--- config.mk ---
export PLATFORM = sky130hd
export DESIGN_NAME = seq_divider
export DESIGN_NICKNAME = d
export VERILOG_FILES = /design/src/rtl/seq_divider.sv
export SDC_FILE = /design/constraint.sdc
export NUM_CORES = 1
export LEC_CHECK = 0
export BUFFER_PORTS_ARGS = -buffer_cell sky130_fd_sc_hd__buf_2
export CAP_MARGIN = 20
export CORE_ASPECT_RATIO = 1.1
export CORE_MARGIN = 3
export CORE_UTILIZATION = 50
export DETAILED_ROUTE_END_ITERATION = 10
export PLACE_DENSITY = 0.71
export SYNTH_ARGS = -nofsm -noshare
export SYNTH_HDL_FRONTEND = slang
export SYNTH_SLANG_ARGS = --single-unit
--- constraint.sdc ---
create_clock -name clk_i -period 2.58 [get_ports clk_i]
set_input_delay 0.258 -clock clk_i [delete_from_list [all_inputs] [get_ports clk_i]]
set_output_delay 0.258 -clock clk_i [all_outputs]
set_load 0.02 [all_outputs]
--- src/rtl/seq_divider.sv ---
// Iterative restoring divider: one trial subtraction per cycle, start/done handshake.
// Define DIVIDER_SIGNED_EN for two's-complement operands (magnitude core plus sign fix-up).
module seq_divider #(
  parameter int BITS = 8
) (
  input  logic            clk_i,
  input  logic            rst_n_i,
  input  logic            start_i,
  input  logic [BITS-1:0] dividend_i,
  input  logic [BITS-1:0] divisor_i,
  output logic            busy_o,
  output logic            done_o,
  output logic [BITS-1:0] quotient_o,
  output logic [BITS-1:0] remainder_o,
  output logic            flag_dz_o,
  output logic            flag_v_o
);

  // state  | meaning
  // IDLE   | waiting for start_i; results held
  // RUN    | one restoring step per edge, counter counts BITS down to 0
  // DONE   | results valid, done_o pulses for one cycle

  localparam int CW = $clog2(BITS + 1);

  typedef enum logic [1:0] {S_IDLE, S_RUN, S_DONE} state_t;

  state_t          state_q, state_d;
  logic [BITS-1:0] rem_q, quo_sh_q, dvs_q;
  logic [BITS-1:0] quotient_q, remainder_q;
  logic [CW-1:0]   cnt_q;
  logic            flag_dz_q;

  logic            div_zero, last_iter, trial_ok;
  logic [BITS:0]   shifted;
  logic [BITS-1:0] rem_next, quo_next, quo_res, rem_res;
  logic [BITS-1:0] dvd_mag, dvs_mag;

`ifdef DIVIDER_SIGNED_EN
  logic neg_q_q, neg_r_q, ovf_q, flag_v_q;

  always_comb begin
    dvd_mag = dividend_i[BITS-1] ? -dividend_i : dividend_i;
    dvs_mag = divisor_i[BITS-1]  ? -divisor_i  : divisor_i;
    quo_res = neg_q_q ? -quo_next : quo_next;
    rem_res = neg_r_q ? -rem_next : rem_next;
  end

  assign flag_v_o = flag_v_q;
`else
  always_comb begin
    dvd_mag = dividend_i;
    dvs_mag = divisor_i;
    quo_res = quo_next;
    rem_res = rem_next;
  end

  assign flag_v_o = 1'b0;
`endif

  assign div_zero  = (divisor_i == '0);
  assign last_iter = (cnt_q == CW'(1));

  // Only the compare needs the extra bit; the kept difference always fits BITS.
  always_comb begin
    shifted  = {rem_q, quo_sh_q[BITS-1]};
    trial_ok = (shifted >= {1'b0, dvs_q});
    rem_next = trial_ok ? (shifted[BITS-1:0] - dvs_q) : shifted[BITS-1:0];
    quo_next = {quo_sh_q[BITS-2:0], trial_ok};
  end

  always_ff @(posedge clk_i) begin
    if (!rst_n_i) state_q <= S_IDLE;
    else          state_q <= state_d;
  end

  always_comb begin
    state_d = state_q;
    busy_o  = 1'b0;
    done_o  = 1'b0;
    case (state_q)
      S_IDLE: begin
        if (start_i) state_d = div_zero ? S_DONE : S_RUN;
      end
      S_RUN: begin
        busy_o = 1'b1;
        if (last_iter) state_d = S_DONE;
      end
      S_DONE: begin
        done_o  = 1'b1;
        state_d = S_IDLE;
      end
      default: state_d = S_IDLE;
    endcase
  end

  always_ff @(posedge clk_i) begin
    if (!rst_n_i) begin
      rem_q       <= '0;
      quo_sh_q    <= '0;
      dvs_q       <= '0;
      quotient_q  <= '0;
      remainder_q <= '0;
      cnt_q       <= '0;
      flag_dz_q   <= 1'b0;
`ifdef DIVIDER_SIGNED_EN
      neg_q_q     <= 1'b0;
      neg_r_q     <= 1'b0;
      ovf_q       <= 1'b0;
      flag_v_q    <= 1'b0;
`endif
    end else begin
      case (state_q)
        S_IDLE: begin
          if (start_i) begin
`ifdef DIVIDER_SIGNED_EN
            flag_v_q <= 1'b0;
`endif
            if (div_zero) begin
              quotient_q  <= '1;
              remainder_q <= dividend_i;
              flag_dz_q   <= 1'b1;
            end else begin
              flag_dz_q <= 1'b0;
              rem_q     <= '0;
              quo_sh_q  <= dvd_mag;
              dvs_q     <= dvs_mag;
              cnt_q     <= CW'(BITS);
`ifdef DIVIDER_SIGNED_EN
              neg_q_q   <= dividend_i[BITS-1] ^ divisor_i[BITS-1];
              neg_r_q   <= dividend_i[BITS-1];
              // MIN / -1: the magnitude core already yields MIN, only the flag differs
              ovf_q     <= (dividend_i == {1'b1, {(BITS-1){1'b0}}}) && (divisor_i == '1);
`endif
            end
          end
        end
        S_RUN: begin
          rem_q    <= rem_next;
          quo_sh_q <= quo_next;
          cnt_q    <= cnt_q - CW'(1);
          if (last_iter) begin
            quotient_q  <= quo_res;
            remainder_q <= rem_res;
`ifdef DIVIDER_SIGNED_EN
            flag_v_q    <= ovf_q;
`endif
          end
        end
        default: ;
      endcase
    end
  end

  assign quotient_o  = quotient_q;
  assign remainder_o = remainder_q;
  assign flag_dz_o   = flag_dz_q;

endmodule

==> run summary <==
fill cell count - 457
Slew HR - 51.56%
Non-Filler Instances - 390
hold-fix buffers at CTS - 0
Sink Count - 47
Post-Synthesis Cells - 299
CTS clk-pin slew, worst paths - 0.09 ns
vias in the first global route - 2054
final net count - 363
Post-CTS Setup Bufs - 0
Worst Path Max Fanout - 9
Register-to-Register Setup Slack - 0.50 ns
Slew Limit Fails - 0
predominant post-synthesis flop cell - dfxtp_1
placed insts - 382
synthesized net count - 329
Vias - 2201
commonest non-fill, non-tap cell in the layout - dfxtp_1
WP data required - 2.76 ns
initial core utilization - 53.53%
GRT overflow - 0
Skew-Pair Late Insertion Delay - 0.30 ns
clock root cell - clkbuf_8
data arrival time of the worst path - 2.25 ns
DRC Markers - 0
Resized Gates After CTS - 0
Syn Std Cell Area - 2577 sq um
top-level port count - 39
Final Hold Viols - 0
H-tree levels - 2
Max Freq - 481.6 MHz
routed wire length - 5821 microns
Startpoint Class - flop
GRT busiest layer - met2
antenna-violating nets left - 0
Global Route Usage Sum - 20.23%
global placer's final weighted congestion - 0.7956
Pre-antenna DRT Iters - 4
pre-CTS setup slack - 0.5404 ns
largest net degree at the start of global routing - 42
initial antenna violation count - 0
final setup TNS - 0 ns
share of layout cells above drive strength 1 - 19.46%
Port-buffer cells - 37
maximum vdd drop - 0.0002841 V
Die H - 81.30 microns
unrepaired setup endpoints after global routing - false
Core Rows - 26
status - finished clean
met1 usage - 27.09%
final setup margin - 0.5035 ns
CP Class - reg2reg
layout overhead on the synthesized area - 11.89%
iteration-0 DRC count of the detailed router - 106
Hold Slack - 0.2267 ns
pwr/cell area - 639.0 nW/um^2
Final Skew - 0.003781 ns
final worst-path cycle share - 80.48%
DP Area - 2799 sq um
number of synthesized flops with an enable pin - 0
Clock Tree Buf Depth - 2
Sequential Area - 940.9 sq um
via/cell ratio - 5.644
FFs w/ async S/R, synth - 0%
first-pass GRT wire length - 9591 microns
met2 GRT Util - 33.83%
Slew @ Worst Pin - 0.7267 ns
Final setup viols - 0
area of the multi-input gates - 1485 sq um
CTS Buf Count - 5
n_diodes - 0
Die Wd - 74.46 microns
wire per inst - 14.93 microns
Power Total - 1.843 mW
grt met3 use - 3.342%
static leakage - 1.267 nW
Max Cap Viol - 0
synth warn - 0
CTS tree - done
crit end category - flop
Syn Area/Cell - 8.620 sq um
Hold Crit Class - in2reg
Seq cells post-synth - 47
final core area utilization - 59.90%
most frequent cells in the layout - dfxtp_1 (47), buf_2 (37), nand2_1 (35), nand3_1 (22), o21ai_0 (21)
Distinct cells, synth - 51
min Tclk post-route - 2.076 ns
dpl hpwl - 4305 microns
die area - 6053 sq um
core area - 4815 sq um
Seq/Total Area, Yosys - 36.50%
Design Area, Final - 2884 sq um
[cells by family after synthesis]
group / synth area share [%]
AND/OR/NAND/NOR: 21.21
AO/OA/AOI/OAI: 24.13
flip-flops: 36.50
buffers and inverters: 5.874
adder cells (fa/ha/maj): 5.631
multiplexers: 4.466
XOR/XNOR: 2.039
other: 0.1455
[state kept, by name, summed over array words and instances, names as in the netlist]
register	count
state_q	2
remainder_o	8
rem_q	8
cnt_q	4
flag_dz_o	1
quo_sh_q	8
quotient_o	8
dvs_q	8
[final cells by class]
class / instances / area share [%]
clock buffers: 6 / 2.516
clock inverters: 2 / 0.4338
inverters: 15 / 1.996
multi-input cells: 219 / 51.50
flip-flops and latches: 47 / 32.62
well taps: 56 / 2.429
repair buffers: 45 / 8.503
[worst max-delay path, cell delays in order (launching register included)]
cell and delay, ns:
dfxtp_1 0.34, inv_1 0.05, ha_1 0.34, a211oi_1 0.27
o211ai_2 0.19, a21oi_4 0.31, mux2i_1 0.31, a21boi_0 0.13
[synth_stat cells (3+ instances only)]
library cell / instances / share of area (%)
o21ai_0: 21 / 4.1
nand2b_1: 4 / 0.97
nand2_1: 35 / 5.1
o21a_1: 5 / 1.5
ha_1: 10 / 4.9
inv_1: 14 / 2.0
a31oi_1: 8 / 1.9
nand3_1: 22 / 4.3
nor3b_1: 4 / 1.2
xor2_1: 3 / 1.0
buf_2: 6 / 1.2
clkbuf_1: 8 / 1.2
and2_1: 3 / 0.73
dfxtp_1: 47 / 37
a21oi_1: 10 / 1.9
xnor2_1: 3 / 1.0
a211oi_1: 5 / 1.5
nor2b_1: 12 / 2.9
mux2i_1: 10 / 3.9
o211a_1: 8 / 3.1
nor2_1: 10 / 1.5
buf_4: 3 / 0.87
a21boi_0: 12 / 3.5
[power by group]
part | internal, mW | switching (mW) | total [mW]
Sequential | 0.780 | 0.0384 | 0.818
Combinational | 0.225 | 0.359 | 0.584
Clock | 0.190 | 0.251 | 0.441
Total | 1.19 | 0.648 | 1.84
[layer usage]
layer / vias to the layer above / part of all wire [%]
li1: 1124 / -
met1: 1019 / 46
met2: 53 / 47
met3: 5 / 5.4
met4: 0 / 0.94
met5: - / 0
[final timing paths]
check / to / startpoint / cells past startpoint
max: rem_q[0] / dvs_q[7] / 7
min: remainder_o[0] / dividend_i[0] / 3
max reg2reg: rem_q[0] / dvs_q[7] / 7
min reg2reg: quotient_o[1] / quotient_o[1] / 2
No activity file was read; power rests on OpenSTA's default activity.
